==> src/rtl/wm8731_pkg.sv <==
// -----------------------------------------------------------------------------
// wm8731_pkg
// Shared definitions for the WM8731 configuration sequencer:
//   - WM8731 control register addresses (7-bit register field of the I2C word)
//   - table entry layout {reg[6:0], data[8:0]}
//   - sequencer state / handshake sub-phase encodings
//   - default_entry(): the power-up register table, in load order
// -----------------------------------------------------------------------------
package wm8731_pkg;

  // WM8731 register map
  localparam logic [6:0] R_LLIN  = 7'h00;  // left line in
  localparam logic [6:0] R_RLIN  = 7'h01;  // right line in
  localparam logic [6:0] R_LHPO  = 7'h02;  // left headphone out
  localparam logic [6:0] R_RHPO  = 7'h03;  // right headphone out
  localparam logic [6:0] R_AAPC  = 7'h04;  // analogue audio path
  localparam logic [6:0] R_DAPC  = 7'h05;  // digital audio path
  localparam logic [6:0] R_PDC   = 7'h06;  // power down control
  localparam logic [6:0] R_DAIF  = 7'h07;  // digital audio interface format
  localparam logic [6:0] R_SRC   = 7'h08;  // sampling control
  localparam logic [6:0] R_ACT   = 7'h09;  // active control
  localparam logic [6:0] R_RESET = 7'h0F;  // reset register

  typedef struct packed {
    logic [6:0] addr;
    logic [8:0] data;
  } cfg_entry_t;

  // Sequencer states (legacy-compatible constant encoding)
  localparam logic [3:0] S_IDLE  = 4'd0;
  localparam logic [3:0] S_START = 4'd1;
  localparam logic [3:0] S_DEV   = 4'd2;
  localparam logic [3:0] S_RHI   = 4'd3;
  localparam logic [3:0] S_DLO   = 4'd4;
  localparam logic [3:0] S_STOP  = 4'd5;
  localparam logic [3:0] S_NEXT  = 4'd6;
  localparam logic [3:0] S_FIN   = 4'd7;
  localparam logic [3:0] S_ERR   = 4'd8;

  // Handshake sub-phase inside each command state
  localparam logic PH_REQ = 1'b0;  // request high, waiting for done=1
  localparam logic PH_REL = 1'b1;  // request low, waiting for done=0

  // Power-up table: reset first, power-down bits, analogue path, then
  // interface format (I2S, 24-bit, slave) and finally activate.
  function automatic cfg_entry_t default_entry(input logic [3:0] idx);
    cfg_entry_t e;
    case (idx)
      4'd0:    e = {R_RESET, 9'h000};
      4'd1:    e = {R_PDC,   9'h000};
      4'd2:    e = {R_AAPC,  9'h012};
      4'd3:    e = {R_DAPC,  9'h000};
      4'd4:    e = {R_DAIF,  9'h00A};
      4'd5:    e = {R_SRC,   9'h000};
      4'd6:    e = {R_LHPO,  9'h079};
      4'd7:    e = {R_ACT,   9'h001};
      default: e = '0;
    endcase
    return e;
  endfunction

endpackage

==> src/rtl/wm8731_cfg_rom.sv <==
// -----------------------------------------------------------------------------
// wm8731_cfg_rom
// Combinational register table lookup.
// Ports:
//   idx       in  4  table index
//   reg_addr  out 7  WM8731 register address of entry idx
//   reg_data  out 9  9-bit register value of entry idx
// Indices past the populated table return zero.
// -----------------------------------------------------------------------------
module wm8731_cfg_rom
  import wm8731_pkg::*;
(
  input  logic [3:0] idx,
  output logic [6:0] reg_addr,
  output logic [8:0] reg_data
);

  cfg_entry_t entry;

  always_comb begin
    entry    = default_entry(idx);
    reg_addr = entry.addr;
    reg_data = entry.data;
  end

endmodule

==> src/rtl/wm8731_cfg_sequencer.sv <==
// -----------------------------------------------------------------------------
// wm8731_cfg_sequencer
// Drives a byte-level I2C command engine to load the WM8731 register table.
// Every table entry becomes one frame: START, {DEV_ADDR,0}, {reg,data[8]},
// data[7:0], STOP. Each command is a 4-phase handshake with the engine.
//
// Ports:
//   sys_clk      in   1  system clock
//   rst          in   1  asynchronous active-low reset
//   go           in   1  restart pulse (ignored while busy)
//   i2c_start    out  1  request START
//   i2c_stop     out  1  request STOP
//   i2c_write    out  1  request write of i2c_data
//   i2c_data     out  8  byte to write
//   i2c_done     in   1  engine command complete
//   i2c_status   in   1  0=ACK, 1=NACK (valid with i2c_done after a write)
//   cfg_busy     out  1  sequence in progress
//   cfg_done     out  1  whole table acknowledged (sticky until go)
//   cfg_error    out  1  aborted on NACK/timeout (sticky until go)
//   cfg_err_idx  out  4  index of the failing entry
//
// Build option: define WM8731_RETRY_EN to retry a NACKed frame up to
// MAX_RETRY times before aborting. Without it the first NACK aborts.
// -----------------------------------------------------------------------------
module wm8731_cfg_sequencer
  import wm8731_pkg::*;
#(
  parameter int         N_REGS      = 8,
  parameter logic [6:0] DEV_ADDR    = 7'h1A,
  parameter int         TIMEOUT_CYC = 500_000,
  parameter int         MAX_RETRY   = 3
) (
  input  logic       sys_clk,
  input  logic       rst,
  input  logic       go,
  output logic       i2c_start,
  output logic       i2c_stop,
  output logic       i2c_write,
  output logic [7:0] i2c_data,
  input  logic       i2c_done,
  input  logic       i2c_status,
  output logic       cfg_busy,
  output logic       cfg_done,
  output logic       cfg_error,
  output logic [3:0] cfg_err_idx
);

  localparam int            TW       = $clog2(TIMEOUT_CYC + 1);
  localparam logic [3:0]    LAST_IDX = 4'(N_REGS - 1);
  localparam logic [TW-1:0] TO_LAST  = TW'(TIMEOUT_CYC - 1);

  if (N_REGS < 1 || N_REGS > 16) begin : g_bad_n_regs
    $error("wm8731_cfg_sequencer: N_REGS must be 1..16");
  end
  if (MAX_RETRY < 1 || MAX_RETRY > 255) begin : g_bad_max_retry
    $error("wm8731_cfg_sequencer: MAX_RETRY must be 1..255");
  end

  logic [3:0]    state_q, state_d;
  logic          phase_q, phase_d;
  logic [3:0]    idx_q,   idx_d;
  logic          nack_q,  nack_d;
  logic          boot_q,  boot_d;
  logic [7:0]    data_q,  data_d;
  logic [TW-1:0] timer_q, timer_d;
  logic          enter_req;
  logic          is_write;
  logic [6:0]    rom_addr;
  logic [8:0]    rom_data;

`ifdef WM8731_RETRY_EN
  localparam int RW = $clog2(MAX_RETRY + 1);
  logic [RW-1:0] retry_q, retry_d;
`endif

  wm8731_cfg_rom u_rom (
    .idx      (idx_q),
    .reg_addr (rom_addr),
    .reg_data (rom_data)
  );

  assign is_write = (state_q == S_DEV) || (state_q == S_RHI) || (state_q == S_DLO);

  always_comb begin
    // NOTE: every variable gets a default before the case so no path
    // leaves it unassigned; that is what keeps this block latch-free.
    state_d   = state_q;
    phase_d   = phase_q;
    idx_d     = idx_q;
    nack_d    = nack_q;
    data_d    = data_q;
    boot_d    = 1'b0;
    timer_d   = '0;
    enter_req = 1'b0;
`ifdef WM8731_RETRY_EN
    retry_d   = retry_q;
`endif

    case (state_q)
      S_IDLE, S_FIN, S_ERR: begin
        // boot_q is the internal go issued in the first cycle after reset.
        if (go || boot_q) begin
          idx_d     = '0;
          nack_d    = 1'b0;
          state_d   = S_START;
          phase_d   = PH_REQ;
          enter_req = 1'b1;
`ifdef WM8731_RETRY_EN
          retry_d   = '0;
`endif
        end
      end

      S_NEXT: begin
        nack_d = 1'b0;
`ifdef WM8731_RETRY_EN
        retry_d = '0;
`endif
        if (idx_q == LAST_IDX) begin
          state_d = S_FIN;
        end else begin
          idx_d     = idx_q + 4'd1;
          state_d   = S_START;
          phase_d   = PH_REQ;
          enter_req = 1'b1;
        end
      end

      S_START, S_DEV, S_RHI, S_DLO, S_STOP: begin
        if (phase_q == PH_REQ && i2c_done) begin
          if (is_write && i2c_status) nack_d = 1'b1;
          phase_d = PH_REL;
        end else if (phase_q == PH_REL && !i2c_done) begin
          // Engine has released done: advance to the next command. After a
          // NACK the rest of the frame is skipped and STOP is issued at once.
          phase_d   = PH_REQ;
          enter_req = 1'b1;
          case (state_q)
            S_START: state_d = S_DEV;
            S_DEV:   state_d = nack_q ? S_STOP : S_RHI;
            S_RHI:   state_d = nack_q ? S_STOP : S_DLO;
            S_DLO:   state_d = S_STOP;
            default: begin
              enter_req = 1'b0;
              if (!nack_q) begin
                state_d = S_NEXT;
              end else begin
`ifdef WM8731_RETRY_EN
                if (retry_q < RW'(MAX_RETRY)) begin
                  retry_d   = retry_q + 1'b1;
                  nack_d    = 1'b0;
                  state_d   = S_START;
                  enter_req = 1'b1;
                end else begin
                  state_d = S_ERR;
                end
`else
                state_d = S_ERR;
`endif
              end
            end
          endcase
        end else if (timer_q == TO_LAST) begin
          // Engine stuck in this phase: abandon the frame without a STOP.
          state_d = S_ERR;
          phase_d = PH_REQ;
        end else begin
          timer_d = timer_q + 1'b1;
        end
      end

      default: begin
        state_d = S_IDLE;
        phase_d = PH_REQ;
      end
    endcase

    // The write byte is captured in the same cycle its request rises, so it
    // is already stable on the first cycle i2c_write is seen high.
    if (enter_req) begin
      case (state_d)
        S_DEV:   data_d = {DEV_ADDR, 1'b0};
        S_RHI:   data_d = {rom_addr, rom_data[8]};
        S_DLO:   data_d = rom_data[7:0];
        default: data_d = data_q;
      endcase
    end
  end

  always_ff @(posedge sys_clk or negedge rst) begin
    if (!rst) begin
      state_q <= S_IDLE;
      phase_q <= PH_REQ;
      idx_q   <= '0;
      nack_q  <= 1'b0;
      boot_q  <= 1'b1;
      data_q  <= '0;
      timer_q <= '0;
    end else begin
      // NOTE: non-blocking assignments so every flop samples the values
      // from before this edge, independent of statement order.
      state_q <= state_d;
      phase_q <= phase_d;
      idx_q   <= idx_d;
      nack_q  <= nack_d;
      boot_q  <= boot_d;
      data_q  <= data_d;
      timer_q <= timer_d;
    end
  end

`ifdef WM8731_RETRY_EN
  always_ff @(posedge sys_clk or negedge rst) begin
    if (!rst) retry_q <= '0;
    else      retry_q <= retry_d;
  end
`endif

  // Requests decode straight from state so an asserted reset drops them
  // without waiting for a clock edge.
  assign i2c_start   = (state_q == S_START) && (phase_q == PH_REQ);
  assign i2c_stop    = (state_q == S_STOP)  && (phase_q == PH_REQ);
  assign i2c_write   = is_write && (phase_q == PH_REQ);
  assign i2c_data    = data_q;
  assign cfg_busy    = (state_q != S_IDLE) && (state_q != S_FIN) && (state_q != S_ERR);
  assign cfg_done    = (state_q == S_FIN);
  assign cfg_error   = (state_q == S_ERR);
  assign cfg_err_idx = (state_q == S_ERR) ? idx_q : 4'd0;

endmodule

==> config.mk <==
export PLATFORM = sky130hd
export DESIGN_NAME = wm8731_cfg_sequencer
export DESIGN_NICKNAME = d
export VERILOG_FILES = /design/src/rtl/wm8731_pkg.sv /design/src/rtl/wm8731_cfg_rom.sv /design/src/rtl/wm8731_cfg_sequencer.sv
export SDC_FILE = /design/constraint.sdc
export NUM_CORES = 1
export LEC_CHECK = 0
export ABC_AREA = 1
export CAP_MARGIN = 5
export CORE_ASPECT_RATIO = 1.75
export CORE_MARGIN = 2
export CORE_UTILIZATION = 46
export CTS_CLUSTER_DIAMETER = 80
export CTS_CLUSTER_SIZE = 10
export DETAILED_ROUTE_END_ITERATION = 16
export PLACE_DENSITY = 0.67
export SLEW_MARGIN = 25
export SYNTH_ARGS = -nofsm -noshare
export SYNTH_HDL_FRONTEND = slang
export SYNTH_SLANG_ARGS = --single-unit
==> constraint.sdc <==
create_clock -name sys_clk -period 4.5 [get_ports sys_clk]
set_input_delay 0.45 -clock sys_clk [delete_from_list [all_inputs] [get_ports sys_clk]]
set_output_delay 0.45 -clock sys_clk [all_outputs]
set_load 0.01 [all_outputs]
# ---- Word level (Yosys, flattened, before mapping)
# Memory sizes are Yosys's and may differ from the RTL's.
# Index checks and enable logic that the tools add are counted.
dict set report totals {
  ff_bits 38
  elab_cells 90
  mem_bits_ro 80
  out_inout_bits 18
  n_memories 1
}
dict set report op_classes {
  eq_ne 20
  n_reduce_logical 24
  n_bitwise 1
  add_sub_neg 2
  n_mux 35
}
# name depth width rd rd_ports_with_merged_regs wr line
set mem_list {}
lappend mem_list {{(no name shown)} 8 10 1 0 0 wm8731_pkg.sv:48} ;# case (idx)
# operator count
set ops {}
lappend ops {{$mux 19} 4}
lappend ops {{$mux 4} 8}
lappend ops {{$eq 4x3->1 const B} 6}
lappend ops {{$pmux 8 s3} 1}
lappend ops {{$add 19x1->19 const B} 1}
lappend ops {{$eq 19x19->1 const B} 1}
lappend ops {{$eq 4x2->1 const B} 4}
lappend ops {{$mux 16} 1}
lappend ops {{$pmux 4 s4} 1}
lappend ops {{$mux 1} 13}
lappend ops {{$pmux 4 s3} 1}
lappend ops {{$pmux 1 s3} 3}
lappend ops {{$logic_and 1x1->1} 8}
lappend ops {{$ne 2x2->1 const B} 4}
lappend ops {{$ne 4x4->1 const B} 2}
lappend ops {{$pmux 4 s2} 1}
lappend ops {{$mux 3} 2}
lappend ops {{$reduce_and 3->1} 2}
lappend ops {{$reduce_bool 3->1} 2}
lappend ops {{$reduce_or 5->1} 1}
lappend ops {{$add 4x1->4 const B} 1}
lappend ops {{$eq 4x1->1 const B} 1}
lappend ops {{$eq 4x4->1 const B} 1}
lappend ops {{$logic_not 4->1} 1}
lappend ops {{other kinds (10)} 12}

# ---- Longest topological paths before layout
# Gate-level depths: netlist (run 1).
dict set report depth {
  depth_word 8
  mapped_depth 17
}

# ---- Cells and area by module
# From an unflattened synthesis (run 1), not the netlist that was laid out.
dict set report hier_totals {
  cells_unflattened 340
  hier_area_um2 2517.4
}
# module seq_area_each_um2 instances cells_per_inst area_per_inst_um2
set modules_own_cells {}
lappend modules_own_cells {wm8731_cfg_sequencer 952.2 1 309 2343.5}
lappend modules_own_cells {wm8731_cfg_rom 0.0 1 31 173.9}

# ---- Least setup slack after synthesis (run 1)
# OpenSTA, ideal clock, no wires.
dict set report synth_timing {
  path_type {reg-to-reg}
  start {register timer_q[0]}
  end {register data_q[4], in the netlist i2c_data[4]}
  path_slack_ps 2624
  stages_incl_launch_ff 15
  required_ps 4384
  arrival_time_ps 1760
  n_path_buf 0
  period_less_slack_ps 1876
  cell_sequence {dfrtp_1 ha_1 nand3_1 nor2_1 nand3_1 nand3_4 nand2_2 nand2_1 nand2_4 nor2_4 nand2_1 nand2_1 nand3_1 nand2_1 nand2_1}
}
dict set report synth_between {
  elab_chain_cells 8
  elab_cells_between_ends 11
  classes_between {eq/ne (4); mux (5); reduce/logical (2)}
}
# item line
set synth_rtl {}
lappend synth_rtl {{start: declaration} wm8731_cfg_sequencer.sv:65} ;# logic [TW-1:0] timer_q, timer_d;
lappend synth_rtl {{start signal: assignment} wm8731_cfg_sequencer.sv:208} ;# timer_q <= timer_d;
lappend synth_rtl {{$eq 19x19->1 *} wm8731_cfg_sequencer.sv:163} ;# end else if (timer_q == TO_LAST) begin
lappend synth_rtl {{$mux 4 *} wm8731_cfg_sequencer.sv:163}
lappend synth_rtl {{$mux 4 *} wm8731_cfg_sequencer.sv:133} ;# end else if (phase_q == PH_REL && !i2c_done) begin
lappend synth_rtl {{$mux 4 *} wm8731_cfg_sequencer.sv:130} ;# if (phase_q == PH_REQ && i2c_done) begin
lappend synth_rtl {{$pmux 4 s3 *} wm8731_cfg_sequencer.sv:99} ;# case (state_q)
lappend synth_rtl {{net state_d[2]} wm8731_cfg_sequencer.sv:59} ;# logic [3:0] state_q, state_d;
lappend synth_rtl {{$eq 4x3->1 or $eq 4x2->1 (tied branches)} wm8731_cfg_sequencer.sv:181} ;# case (state_d)
lappend synth_rtl {{$reduce_bool 3->1 (no source line)} -}
lappend synth_rtl {{$reduce_and 2->1 (no source line)} -}
lappend synth_rtl {{end signal: assignment} wm8731_cfg_sequencer.sv:207} ;# data_q <= data_d;
lappend synth_rtl {{end: declaration} wm8731_cfg_sequencer.sv:64} ;# logic [7:0] data_q, data_d;
# Mark *: on every way through the listed nets, which the timed path passes. The rest lies on a longest branch.
# A chain may end at the register's enable or synchronous reset.

# ---- Worst setup path in the final report (run 1)
dict set report layout_timing {
  start {register state_q[1]}
  end {output port cfg_err_idx[1]}
}
dict set report layout_between {
  elab_chain_cells 2
}
# item line
set layout_rtl {}
lappend layout_rtl {{start: declaration} wm8731_cfg_sequencer.sv:59}
lappend layout_rtl {{start signal: assignment} wm8731_cfg_sequencer.sv:202} ;# state_q <= state_d;
lappend layout_rtl {{$eq 4x4->1} wm8731_cfg_sequencer.sv:228} ;# assign cfg_err_idx = (state_q == S_ERR) ? idx_q : 4'd0;
lappend layout_rtl {{$mux 4} wm8731_cfg_sequencer.sv:228}
lappend layout_rtl {{end: declaration} wm8731_cfg_sequencer.sv:45} ;# output logic [3:0] cfg_err_idx
# No other way between the ends.

==> impl_metrics.env, run 1 <==
export IMPL_cts_buffer_depth=2
export IMPL_cts_sinks=37
export IMPL_place_congestion=0.804
export IMPL_synth_compound_area_share_pct=7.58
export IMPL_synthXorXnorAreaFrac_pct=4.55
export IMPL_core_area_um2=4890
export IMPL_yosysUniqueCellTypes=37
export IMPL_die_x_um=57.6
export IMPL_hold_viol_final=0
export IMPL_timing_final_max_slew_violations=0
export IMPL_h_tree_depth=2
export IMPL_min_period_ps=2460
export IMPL_drt_iter0_markers=57
export IMPL_grt_usage_pct=20.3
export IMPL_total_power_mw=1.53
export IMPL_fin_nets=346
export IMPL_setup_viol=0
export IMPL_critPathCaptureType="output port"
export IMPL_r2r_start="timer_q[0]$_DFF_PN0_"
export IMPL_ctsHoldBuffers=0
export IMPL_placed_area_um2=2570
export IMPL_n_antenna_cell=0
export IMPL_ys_seq_elements=37
export IMPL_fin_ws_ps=2040
export IMPL_syn_avg_cell_area_um2=7.45
export IMPL_avgRoutedWirePerCell_um=13.2
export IMPL_cts_resized=0
export IMPL_p_leak_nw=1.21
export IMPL_dp_slack_ps=1990
export IMPL_die_area_um2=5630
export IMPL_peakVddDrop_mv=0.346
export IMPL_yosysTopAreaCell="dfrtp_1"
export IMPL_ioPinCount=23
export IMPL_cts_tree="built"
export IMPL_powerDensity_nw_per_um2=571
export IMPL_cts_setup_buffers=0
export IMPL_netlist_area_um2=2310
export IMPL_synth_top_cells_by_area="dfrtp_1 39%, nand2_1 11%, nor2_1 7.5%"
export IMPL_portBuffers=21
export IMPL_layout_common_cells="67 x nand2_1, 46 x nor2_1, 39 x inv_1"
export IMPL_drt_total_wl_mm=5.14
export IMPL_r2r_end="i2c_data[1]$_DFFE_PN0P_"
export IMPL_fin_crit_sh_pct=54.7
export IMPL_grt_pass1_wl_mm=8.87
export IMPL_cap_violations=0
export IMPL_cts_clk_slew_worst_paths_ps=80
export IMPL_maxSlewHeadroom_pct=45.0
export IMPL_rrSetupSlack_ps=2200
export IMPL_rows=34
export IMPL_synth_async_reset_ratio_pct=100
export IMPL_rsz0062_at_grt="no"
export IMPL_mostFrequentLayoutCell="nand2_1"
export IMPL_fin_area_um2=2690
export IMPL_grt_overflow_total=0
export IMPL_placed_cells=382
export IMPL_vias=2030
export IMPL_clock_skew_ps=6.31
export IMPL_synth_warnings=0
export IMPL_critical_path_startpoint="state_q[1]$_DFF_PN0_"
export IMPL_syn_inst=310
export IMPL_fill_cells=483
export IMPL_grt_max_degree=38
export IMPL_worstPathArrival_ps=2010
export IMPL_layout_drive_gt1_share_pct=12.2
export IMPL_multiInputGateArea_um2=1180
export IMPL_synthFlopType="dfrtp_1"
export IMPL_critPathLaunchType="register"
export IMPL_drc_errors=0
export IMPL_instances_no_fill=390
export IMPL_place_hpwl_mm=4.03
export IMPL_insertion_delay_ps=290
export IMPL_hp_class="input port to async pin"
export IMPL_dr_pass1_iters=4
export IMPL_synth_top_cell_area_share_pct=39.0
export IMPL_layout_area_seq_um2=927
export IMPL_ys_seq_area_share_pct=40.1
export IMPL_first_global_vias=2073
export IMPL_yosys_area_share_simple_pct=35.4
export IMPL_status="finished, final reports clean"
export IMPL_finalSetupTns_ps=0
export IMPL_synthMuxAreaShare_pct=0
export IMPL_worstPathRequired_ps=4050
export IMPL_rr_worst_depth=15
export IMPL_worst_slew_pin_slew_ps=825
export IMPL_endpoint="cfg_err_idx[1]"
export IMPL_synth_top_family_by_area="simple AND/OR/NAND/NOR gates"
export IMPL_start_util_pct=47.2
export IMPL_fp_dieH_um=97.7
export IMPL_area_delta_synth_final_pct=16.3
export IMPL_antenna_found_initial=0
export IMPL_synthAdderAreaFrac_pct=3.25
export IMPL_drtAntennaViolNets=0
export IMPL_crit_path_max_fanout=7
export IMPL_vias_per_cell=5.21
export IMPL_synth_edf_count=0
export IMPL_max_freq_ghz=0.406
export IMPL_crit_type="register to output port"
export IMPL_cts_buffers=5
export IMPL_cts_root_buf="clkbuf_8"
-- synthesized netlist by cell type, types with 2 or more instances --
cell type	number
nand3_1	18
ha_1	6
o22ai_1	2
nand2_4	3
inv_2	7
a21oi_1	12
xnor2_1	3
nand2_2	7
inv_1	39
dfrtp_1	36
o21ai_0	10
nand3_4	2
nand2_1	67
nor2_1	46
inv_4	2
nor3_2	3
xor2_1	9
nand4_1	7
nor4_1	2
nor3_1	7
nor2_2	3
nor3b_1	4
-- layer usage --
metal  wire (µm)  GRT usage, %
met1        1930          19.5
met4         154          9.66
met2        2950          39.5
met5           0             0
met3         111          3.31
-- worst min-delay path by stage --
stage,depth (start not counted),from,endpoint,slack [ps]
6_report,1,rst,timer_q[10]$_DFF_PN0_,260
5_1_grt,1,rst,timer_q[9]$_DFF_PN0_,330
4_1_cts,1,rst,timer_q[7]$_DFF_PN0_,280
3_5_place_dp,1,timer_q[0]$_DFF_PN0_,timer_q[0]$_DFF_PN0_,460
3_3_place_gp,1,timer_q[0]$_DFF_PN0_,timer_q[0]$_DFF_PN0_,450
2_1_floorplan,0,rst,i2c_data[0]$_DFFE_PN0P_,150
-- report_power, final --
| group | internal (mW) | leakage (nW) | switching (mW) | total, mW |
|---|---|---|---|---|
| Combinational | 0.275 | 0.655 | 0.500 | 0.775 |
| Clock | 0.180 | 0.0574 | 0.125 | 0.305 |
| Sequential | 0.391 | 0.500 | 0.0625 | 0.453 |
-- kinds of logic after synthesis --
family / Yosys count
buf+inv: 52
xor+xnor: 12
flops: 37
compound gates: 31
fa+ha+maj: 6
other cells: 1
simple gates: 171
-- worst max-delay path, stage by stage (launching register included) --
cell	delay (ps)
dfrtp_1	480
nor2_1	190
nand2_1	120
nor2_1	170
inv_1	110
nor2_1	100
clkdlybuf4s50_1	550
-- through the flow --
step	hold slack [ps]	utilization, %
CTS	280	54.9
global route	329	54.9
floorplan	154	-
finish	255	54.9
detailed placement	459	52.5
global placement	448	52.5
-- registers in the layout, summed over array words and instances (netlist names) --
signal	count
timer_q	19
i2c_data	7
idx_q	4
state_q	4
boot_q	1
nack_q	1
phase_q	1
-- area by class of cell --
type	instances	share of cell area (%)
sequential	37	34.5
tap	54	2.52
clock inverter	2	1.40
clock buffer	6	3.07
inverter	48	6.89
multi-input combinational	222	44.0
timing repair buffer	21	7.64
Power figures use the tool's default switching activity.
==> run 2, diff against run 1 <==
--- a/config.mk
+++ b/config.mk
@@ -13,7 +13,7 @@
 export CTS_CLUSTER_DIAMETER = 80
 export CTS_CLUSTER_SIZE = 10
 export DETAILED_ROUTE_END_ITERATION = 16
-export PLACE_DENSITY = 0.67
+export PLACE_DENSITY = 0.69
 export SLEW_MARGIN = 25
 export SYNTH_ARGS = -nofsm -noshare
 export SYNTH_HDL_FRONTEND = slang
==> constraint.sdc (replaced) <==
create_clock -name sys_clk -period 2.2 [get_ports sys_clk]
set_input_delay 0.22 -clock sys_clk [delete_from_list [all_inputs] [get_ports sys_clk]]
set_output_delay 0.22 -clock sys_clk [all_outputs]
set_load 0.01 [all_outputs]
==> run 2 against run 1 <==
  * Flip-flop and latch count is the same
  * Non-clock buffer count up 20
  * Global-route usage up 0.58 points
  * Sequential share of layout area is 2.8 points lower
  * Sequential power grew 110%
  * Final cell count grew 4.9%
  * Combinational power increased to 2.6 times the previous value
  * Via count increased by 5.3%
  * Critical path depth is the same
  * Hold slack got worse by 230 ps
  * Clock skew is 1.3 ps lower
  * Clock power is 90% higher
==> impl_metrics.env, run 2 (synthesis results as in run 1) <==
export IMPL_status="finished, final reports clean"
export IMPL_critPathLaunchType="register"
export IMPL_r2r_end="i2c_data[3]$_DFFE_PN0P_"
export IMPL_mostFrequentLayoutCell="nand2_1"
export IMPL_peakVddDrop_mv=0.888
export IMPL_h_tree_depth=2
export IMPL_worst_path_max_delay_cell="clkdlybuf4s50_1"
export IMPL_rows=34
export IMPL_worstPathRequired_ps=1980
export IMPL_cts_clk_slew_worst_paths_ps=80
export IMPL_grt_max_degree=38
export IMPL_total_power_mw=3.51
export IMPL_worst_slew_pin_slew_ps=836
export IMPL_slowest_delay_ps=540
export IMPL_ctsHoldBuffers=0
export IMPL_placed_cells=390
export IMPL_fp_dieH_um=97.7
export IMPL_dr_pass1_iters=4
export IMPL_finalSetupTns_ps=0
export IMPL_min_period_ps=2160
export IMPL_vias=2138
export IMPL_die_area_um2=5630
export IMPL_layout_common_cells="63 x nand2_1, 39 x nor2_1, 38 x inv_1"
export IMPL_portBuffers=21
export IMPL_grt_usage_pct=20.9
export IMPL_multiInputGateArea_um2=1280
export IMPL_drtAntennaViolNets=0
export IMPL_die_x_um=57.6
export IMPL_maxSlewHeadroom_pct=44.2
export IMPL_hp_class="input port to async pin"
export IMPL_rsz0062_at_grt="yes"
export IMPL_cts_tree="built"
export IMPL_cap_violations=0
export IMPL_cts_sinks=37
export IMPL_crit_type="register to output port"
export IMPL_area_delta_synth_final_pct=27.0
export IMPL_p_leak_nw=1.41
export IMPL_timing_final_max_slew_violations=0
export IMPL_grt_overflow_total=0
export IMPL_layout_drive_gt1_share_pct=23.4
export IMPL_cts_buffer_depth=2
export IMPL_final_util_pct=59.9
export IMPL_fin_nets=366
export IMPL_r2r_start="state_q[1]$_DFF_PN0_"
export IMPL_layout_area_seq_um2=930
export IMPL_n_antenna_cell=0
export IMPL_rr_worst_depth=17
export IMPL_first_global_vias=2184
export IMPL_max_freq_ghz=0.464
export IMPL_grt_pass1_wl_mm=9.25
export IMPL_place_congestion=0.832
export IMPL_drc_errors=0
export IMPL_vias_per_cell=5.23
export IMPL_clock_skew_ps=5.03
export IMPL_cpLargestDelayFamily="buffers and inverters"
export IMPL_worstPathArrival_ps=1940
export IMPL_place_hpwl_mm=4.06
export IMPL_setup_viol=0
export IMPL_ioPinCount=23
export IMPL_critPathCaptureType="output port"
export IMPL_instances_no_fill=409
export IMPL_cp_cell_sequence="nor2_2, nand2_1, nor2_2, inv_1, nor2_1, clkdlybuf4s50_1"
export IMPL_drt_total_wl_mm=5.59
export IMPL_path_buf_inv=2
export IMPL_fill_cells=448
export IMPL_rrSetupSlack_ps=130
export IMPL_hold_viol_final=0
export IMPL_powerDensity_nw_per_um2=1200
export IMPL_fin_crit_sh_pct=98.0
export IMPL_avgRoutedWirePerCell_um=13.7
export IMPL_core_area_um2=4890
export IMPL_antenna_found_initial=0
export IMPL_cts_buffers=5
export IMPL_hold_worst_slack_ps=24.5
export IMPL_top_register="timer_q"
export IMPL_insertion_delay_ps=290
export IMPL_cpMostUsedCell="nor2_2"
export IMPL_cts_root_buf="clkbuf_8"
export IMPL_drt_iter0_markers=71
export IMPL_largest_reg_flops=19
export IMPL_start_util_pct=47.2
export IMPL_crit_path_max_fanout=7
-- run 2: report_power, final --
| part | internal, mW | switching (mW) | total, mW |
|---|---|---|---|
| registers | 0.803 | 0.131 | 0.934 |
| clock network | 0.330 | 0.249 | 0.579 |
| logic | 0.806 | 1.19 | 2.00 |
-- run 2: how the worst max path moves through the flow --
stage / slack (ps) / endpoint / startpoint / depth (start not counted)
after floorplan: 320 / i2c_data[4]$_DFFE_PN0P_ / timer_q[0]$_DFF_PN0_ / 14
after global placement: 90 / i2c_data[0]$_DFFE_PN0P_ / i2c_done / 14
after detailed placement: 50 / i2c_data[3]$_DFFE_PN0P_ / i2c_done / 14
after CTS: 2 / i2c_write / state_q[1]$_DFF_PN0_ / 7
after global routing: -70 / cfg_err_idx[0] / state_q[1]$_DFF_PN0_ / 6
final: 40 / cfg_err_idx[2] / state_q[1]$_DFF_PN0_ / 6
-- run 2: cell type report --
class	instances	area share, %
timing repair buffer	41	12.4
clock inverter	2	1.19
tap	54	2.30
multi-input combinational	222	43.6
sequential	37	31.7
inverter	48	6.48
clock buffer	5	2.35
-- run 2: layer usage --
layer | global-route usage, % | up-vias | share of wire [%]
met1 | 20.5 | 1022 | 35
met3 | 3.58 | 17 | 2.5
met5 | 0 | - | 0
met4 | 10.7 | 0 | 3.7
met2 | 39.7 | 30 | 59
li1 | - | 1069 | -
-- run 2: per-stage QoR --
stage               setup WS (ps)  cell area [µm²]
global route                -65.9             2930
CTS                          1.56             2760
finish                       43.8             2930
detailed placement           45.1             2630
floorplan                     324             2310
global placement             88.1             2630
-- run 2: timing repair --
action                                  4_1_cts  5_1_grt
gates resized for setup                       4       31
pin swaps                                     0        8
hold endpoints to repair                      0        0
setup buffers                                 3        9
endpoints found under the setup margin        5       15
==> patch, RTL diff (settings of run 2) <==
The option `WM8731_RETRY_EN` is turned on by a define.
--- a/src/rtl/wm8731_cfg_sequencer.sv
+++ b/src/rtl/wm8731_cfg_sequencer.sv
@@ -24,2 +24,4 @@
 // -----------------------------------------------------------------------------
+`define WM8731_RETRY_EN
+
 module wm8731_cfg_sequencer
Check against the original RTL: not equivalent (Yosys sat finds a counterexample within 10 cycles, from zero or initial values and one cycle with rst low).
==> patch against run 2 <==
- cell area up 5.8%
- synthesized area increased by 7.8%
- register-to-register slack lost 0.02 ns
- sequential cell count grew 2
- die area is 7.4% higher
- count of clock-buffer cells in the layout unchanged
- routed wire length increased by 6.5%
- worst setup slack better by 0.062 ns
- power grew 4.9%
- critical path type is now reg2reg
- largest cell class unchanged
==> patch: results <==
export IMPL_slowest_stage="dfrtp_2"
export IMPL_avgSynthCellArea_um2=6.955
export IMPL_crit_arrival_ns=2.30
export IMPL_highest_layer="met4"
export IMPL_yosysUniqueCellTypes=34
export IMPL_final_cells=460
export IMPL_nNetsFinal=416
export IMPL_place_inst=451
export IMPL_p_leak_nw=1.488
export IMPL_place_gp_congestion=0.8928
export IMPL_cp_startpoint="state_q[0]"
export IMPL_reg2reg_depth=13
export IMPL_globalRouteMet1Util_pct=25.16
export IMPL_yosysSeqAreaShare_pct=39.25
export IMPL_slowest_delay_ns=0.45
export IMPL_crit_family="simple AND/OR/NAND/NOR gates"
export IMPL_worstReg2RegEnd="i2c_data[4]"
export IMPL_outcome="complete, no violations"
export IMPL_viasPerCell=5.265
export IMPL_regToRegSetupSlack_ns=0.11
export IMPL_ys_top_cells_by_area="dfrtp_1 38%, nand2_1 13%, nor2_1 8.7%"
export IMPL_grt_pass1_vias=2406
export IMPL_largest_reg_flops=19
export IMPL_placed_area_mm2=0.002897
export IMPL_cp_max_fo=6
export IMPL_seq_area_um2=980.9
export IMPL_grt_max_degree=40
export IMPL_grt_usage_pct=22.00
export IMPL_ir_drop_mv=0.6774
export IMPL_wl_met3_um=152
export IMPL_final_layout_size_suffix_gt1_share_pct=17.53
export IMPL_h_tree_depth=2
export IMPL_grt_pass1_wl_um=10270
export IMPL_antenna_found_initial=0
export IMPL_nFillCells=487
export IMPL_pre_cts_ws_ns=-0.06099
export IMPL_post_dp_hpwl_um=4452
export IMPL_wl_met2_um=3210
export IMPL_fmax_mhz=477.5
export IMPL_met3_usage_pct=2.682
export IMPL_wl_met1_um=2420
export IMPL_finClkSkew_ns=0.007955
export IMPL_wire_per_inst_um=12.93
export IMPL_setup_worst_path_class="reg2reg"
export IMPL_netlist_top_cells_count="84 x nand2_1, 58 x nor2_1, 47 x inv_1"
export IMPL_met2_usage_pct=38.55
patch: changes by cell type in the layout (fill, tap and decap cells not counted), sizes merged, moves of 3 or more:
cell / before / now
nor2: 50 / 66
dlymetal6s2s: 3 / 0
xor2: 9 / 3
nand3: 21 / 28
or2: 0 / 3
o21ai: 11 / 21
a21oi: 13 / 20
dlygate4sd2: 0 / 4
nand2: 77 / 88
patch: timing repair:
item	4_1_cts	5_1_grt
gates resized for setup	6	24
endpoints found under the setup margin	6	9
pin swaps	0	8
buffers inserted	0	1
patch: worst min-delay path by stage:
| stage | startpoint | endpoint | slack [ns] | depth (start not counted) |
|---|---|---|---|---|
| 2_1_floorplan | rst | i2c_data[0] | -0.08 | 0 |
| 3_3_place_gp | rst | phase_q | 0.39 | 1 |
| 3_5_place_dp | rst | nack_q | 0.40 | 1 |
| 4_1_cts | rst | i2c_data[5] | 0.07 | 1 |
| 5_1_grt | rst | timer_q[5] | 0.12 | 1 |
| 6_report | rst | timer_q[15] | 0.04 | 1 |
patch: final cells by class:
type | instances | share of cell area [%]
clock inverters | 3 | 1.411
well taps | 55 | 2.217
repair buffers | 42 | 11.53
multi-input cells | 266 | 44.90
flip-flops and latches | 39 | 31.60
inverters | 50 | 6.127
clock buffers | 5 | 2.217
patch: cells by family (layout without fill, tap and decap cells):
group / count (synthesis) / after routing / synth area share [%]
flops: 39 / 39 / 39.25
simple gates: 208 / 208 / 37.89
buf+inv: 54 / 100 / 8.392
other cells: 1 / 2 / 0.1506
xor+xnor: 4 / 4 / 1.407
compound gates: 45 / 45 / 9.397
fa+ha+maj: 7 / 7 / 3.517
patch: power breakdown:
group          total (mW)  switching [mW]  internal (mW)  leakage (nW)
logic                2.06            1.28          0.784         0.911
registers           0.997           0.140          0.858         0.519
clock network       0.623           0.285          0.338        0.0581
